File: src/rtl/data_mem_responder.sv
// data_mem_responder: data-port responder with word RAM, LED register and compare/match timer.
// Reads are combinational from ALUResult; writes commit on the rising clock edge.
module data_mem_responder #(
    parameter int DEPTH_WORDS = 64,
    parameter int LED_W       = 8
) (
    input  logic             clk,
    input  logic             reset,
    input  logic             MemWrite,
    input  logic [31:0]      ALUResult,
    input  logic [31:0]      WriteData,
    output logic [31:0]      ReadData,
    output logic [LED_W-1:0] leds,
    output logic             irq
);
    localparam int AW = $clog2(DEPTH_WORDS);

    logic [31:0]      mem_q [DEPTH_WORDS];
    logic [LED_W-1:0] led_q, led_d;
    logic [31:0]      count_q, count_d;
    logic [2:0]       ctrl_q, ctrl_d;
    logic [31:0]      cmp_q, cmp_d;
    logic             match_q, match_d;
    logic             ram_hit, mmio_hit, hit;
    logic [5:0]       off;
    logic [AW-1:0]    widx;
    logic             unused_ok;

    assign unused_ok = ^ALUResult[1:0];
    // High address bits all zero means bit31 clear and word index below DEPTH_WORDS
    assign ram_hit  = ALUResult[31:AW+2] == '0;
    assign mmio_hit = ALUResult[31:8] == 24'h800000;
    assign off      = ALUResult[7:2];
    assign widx     = ALUResult[AW+1:2];
    assign hit      = ctrl_q[0] && count_q == cmp_q;

    always_comb begin
        led_d   = (MemWrite && mmio_hit && off == 6'd0) ? WriteData[LED_W-1:0] : led_q;
        ctrl_d  = (MemWrite && mmio_hit && off == 6'd2) ? WriteData[2:0] : ctrl_q;
        cmp_d   = (MemWrite && mmio_hit && off == 6'd3) ? WriteData : cmp_q;
        count_d = !ctrl_q[0] ? count_q : (hit && ctrl_q[2]) ? 32'h0 : count_q + 32'h1;
        // A match on the same edge as a W1C write keeps MATCH set
        match_d = hit | (match_q & ~(MemWrite && mmio_hit && off == 6'd4 && WriteData[0]));
    end

    always_ff @(posedge clk or negedge reset) begin
        if (!reset) begin
            led_q   <= '0;
            count_q <= '0;
            ctrl_q  <= '0;
            cmp_q   <= 32'hFFFF_FFFF;
            match_q <= 1'b0;
        end else begin
            led_q   <= led_d;
            count_q <= count_d;
            ctrl_q  <= ctrl_d;
            cmp_q   <= cmp_d;
            match_q <= match_d;
        end
    end

    always_ff @(posedge clk) begin
        if (MemWrite && ram_hit) mem_q[widx] <= WriteData;
    end

    always_comb begin
        ReadData = ram_hit ? mem_q[widx] :
                   !mmio_hit ? 32'h0 :
                   off == 6'd0 ? {{(32-LED_W){1'b0}}, led_q} :
                   off == 6'd1 ? count_q :
                   off == 6'd2 ? {29'h0, ctrl_q} :
                   off == 6'd3 ? cmp_q :
                   off == 6'd4 ? {31'h0, match_q} : 32'h0;
    end

    assign leds = led_q;
    assign irq  = match_q & ctrl_q[1];
endmodule
File: config.mk
export PLATFORM = sky130hd
export DESIGN_NAME = data_mem_responder
export DESIGN_NICKNAME = d
export VERILOG_FILES = /design/src/rtl/data_mem_responder.sv
export SDC_FILE = /design/constraint.sdc
export NUM_CORES = 2
export LEC_CHECK = 0
export CAP_MARGIN = 15
export CORE_MARGIN = 5
export CORE_UTILIZATION = 35
export CTS_BUF_LIST = sky130_fd_sc_hd__clkbuf_8
export DETAILED_ROUTE_END_ITERATION = 10
export GPL_TIMING_DRIVEN = 0
export SLEW_MARGIN = 15
export SYNTH_ARGS = -nofsm -noshare
export SYNTH_HDL_FRONTEND = slang
export SYNTH_SLANG_ARGS = --single-unit
File: constraint.sdc
create_clock -name clk -period 8.2 [get_ports clk]
set_input_delay 2.05 -clock clk [delete_from_list [all_inputs] [get_ports clk]]
set_output_delay 2.05 -clock clk [all_outputs]
set_load 0.01 [all_outputs]
==> reports/results.tsv <==
metric	value	unit
crit_path_max_fanout	10	
die_y	498	µm
rsz0062_at_grt	yes	
hold_class	reg -> reg	
status	finished, violations left	
cts_sinks	2124	
path_class	in -> out	
irDropWorstVdd	0.162	mV
placed_area	93000	µm²
p_per_area	224	nW/µm²
die-width	498	µm
hold-worst-slack	0.531	ns
p_int	16.8	mW
crit_family	buffers and inverters	
syn_avg_cell_area	18.4	µm²
design_area	101000	µm²
synth_edf_count	2048	
rows	179	
synth_area_leader_cell	edfxtp_1	
clockPowerShare	39.3	%
cp_num_buf_inv	4	
drt_iter0_drc	12139	
ys_async_sr_fraction	3.58	%
root_buffer	clkbuf_8	
synth_top_area_share	73.7	%
maxSlewViolCount	0	
num_vias	57854	
setup_slack	-0.345	ns
synth_fa_ha_area_share	0.0150	%
first_pass_iters	9	
grt.total_usage	32.3	%
io_pins	108	
hold_viol	0	
drc	0	
finalCritPeriodShare	104	%
synthMuxAreaShare	10.7	%
ant_nets	0	
grt_max_degree	66	
synthDistinctLibCells	81	
clk_pin_slew	0.06	ns
grt_pass1_vias	52191	
coreArea	238000	µm²
synth_top_family_by_area	multiplexers	
violations	setup timing	
seqPwrFrac	52.5	%
antenna_found_initial	55	
synth_ff_type	edfxtp_1	
tritoncts	built	
synth_xor_area_share	0.619	%
pwr-share-comb	8.2	%
cts_buffers	363	
grt_pass1_wl	525000	µm
fin_crit	8.54	ns
grt.met2_usage	43.7	%
start_util	35.1	%
via_per_inst	6.69	
rrSetupSlack	5.70	ns
slew_headroom	3.02	%
yosysMostFrequentCell	edfxtp_1	
synth.net_count	4590	
fin_setup_tns	-4.65	ns
ctsHoldBuffers	0	
synth_area	83400	µm²
grt-ovfl-total	0	
gp_congestion	1.04	
synth_area_leaders	edfxtp_1, mux4_2, mux2i_1	
worstPathRequired	6.15	ns
switching_share	25.9	%
yosysWarningCount	0	
finalSetupViolations	28	
leakage	33.1	nW
drt-total-wl	414000	µm
met3_usage	18.3	%
dieArea	248000	µm²
place.port_buffers	101	
hpwl	278000	µm
met1_usage	37.8	%
synth_compound_area_share	7.66	%
final_nets	5249	
postSynthCellCount	4522	
tightestPinTransition	1.45	ns
insertion_delay	1.14	ns
max_freq	0.117	GHz
critPathArrivalTime	6.49	ns
synth_seq_area_share	76.1	%
critPathMostFrequentCell	clkdlybuf4s50_1	
area_growth	21.0	%
worst_path_max_delay_cell	nor2_2	
startpoint_type	primary input	
wl_per_cell	47.8	µm
critPathMaxStageDelay	0.95	ns
skew	0.0918	ns
drive_gt1_share	27.3	%
clk_path_buf_depth	4	
endpoint_kind	output port	
p_switching	5.86	mW
cap_violations	0	
grt_busiest_layer	met2	
yosys_register_bits	2124	
synthTopCellsByCount	edfxtp_1, mux2i_1, nor2_1	
htree_levels	5	
yosys.area_share.simple	2.72	%
path_cells	clkdlybuf4s50_1 -> inv_1 -> nor2_2 -> clkbuf_2 -> o21ai_0 -> o211ai_1 -> nor3_2 -> a211oi_2 -> clkdlybuf4s50_1	
[final timing paths]
check / start / endpoint / cells past startpoint
worst max-delay path: ALUResult[6] / ReadData[12] / 9
worst max register to register: count_q[27] / count_q[6] / 8
worst min register to register: ctrl_q[1] / ctrl_q[1] / 1
max in group asynchronous: reset / cmp_q[11] / 2
worst min-delay path: ctrl_q[1] / ctrl_q[1] / 1
min in group asynchronous: reset / leds[0] / 1
[registers in the layout, indices dropped and copies added, names as in the netlist]
signal,flops
ctrl_q,3
match_q,1
count_q,32
leds,8
mem_q,2048
cmp_q,32
[cell type report]
cell class,count,area [µm²]
antenna,33,82.6
buffer,282,2330
clock buffer,373,5130
clock inverter,264,1270
fill,20758,137000
inverter,8,33.8
multi-input combinational,2100,19400
sequential,2124,63400
tap,3167,3960
timing repair buffer,302,5250
[cell families (layout without fill, tap and decap cells)]
group,Yosys count,count (layout)
DFF,2124,2124
AOI/OAI and AO/OA,908,908
muxes,630,630
and+or+nand+nor,502,502
buffers and inverters,298,1229
xor gates and xnor gates,59,59
adders and majority gates,1,1
other,0,33
[layout by cell type (no fill, tap or decap), types with 36 or more instances in the layout]
cell,instances
buf_2,59
nand2_1,118
nor2_1,145
clkbuf_2,49
dfrtp_1,44
buf_12,96
o22ai_1,113
inv_1,124
mux4_2,194
buf_4,105
nor2_4,72
a22o_1,36
clkdlybuf4s50_1,65
o21ai_0,114
a22oi_1,127
mux2i_1,265
buf_16,89
edfxtp_1,2048
mux2_2,151
clkbuf_8,375
a221oi_1,161
a21oi_1,164
buf_6,58
clkinv_1,103
[routing by layer]
metal,share of wire (%),vias to the layer above
li1,-,20056
met1,32,29468
met2,40,6582
met3,18,1712
met4,9.7,36
met5,0.29,-
[power groups by stage]
| stage | registers, mW | clock network, mW | logic, mW |
|---|---|---|---|
| after global placement | 12.2 | 0 | 1.53 |
| after CTS | 11.9 | 8.79 | 1.66 |
| final | 11.9 | 8.90 | 1.85 |
| after detailed placement | 12.1 | 0 | 1.60 |
| after global routing | 11.9 | 9.34 | 1.76 |
| after floorplan | 12.1 | 0 | 0.571 |
[repair_timing]
action	CTS	global route
setup endpoints to repair	32	31
endpoints found under the hold margin	0	0
buffers inserted	9	10
gates cloned	0	0
resized for setup	238	82
pin swaps	15	18
[worst register-to-register path, delay by kind of cell (launching register included)]
kind                      cells  cell delay (ns)
xor gates and xnor gates      1             0.29
buffers and inverters         2             0.67
DFF                           1             0.36
and+or+nand+nor               5             0.99
[through the flow]
| step | worst slack (ns) | utilization [%] | instances | power (mW) |
|---|---|---|---|---|
| floorplan | 2.31 | - | 4522 | 12.7 |
| global placement | -3.23 | 37.2 | 7790 | 13.7 |
| detailed placement | -1.67 | 39.2 | 7970 | 13.7 |
| CTS | -0.110 | 42.2 | 8609 | 22.3 |
| global route | -0.00860 | 42.4 | 8628 | 23.0 |
| finish | -0.345 | 42.5 | 8653 | 22.6 |
(Power assumes the default switching activity.)
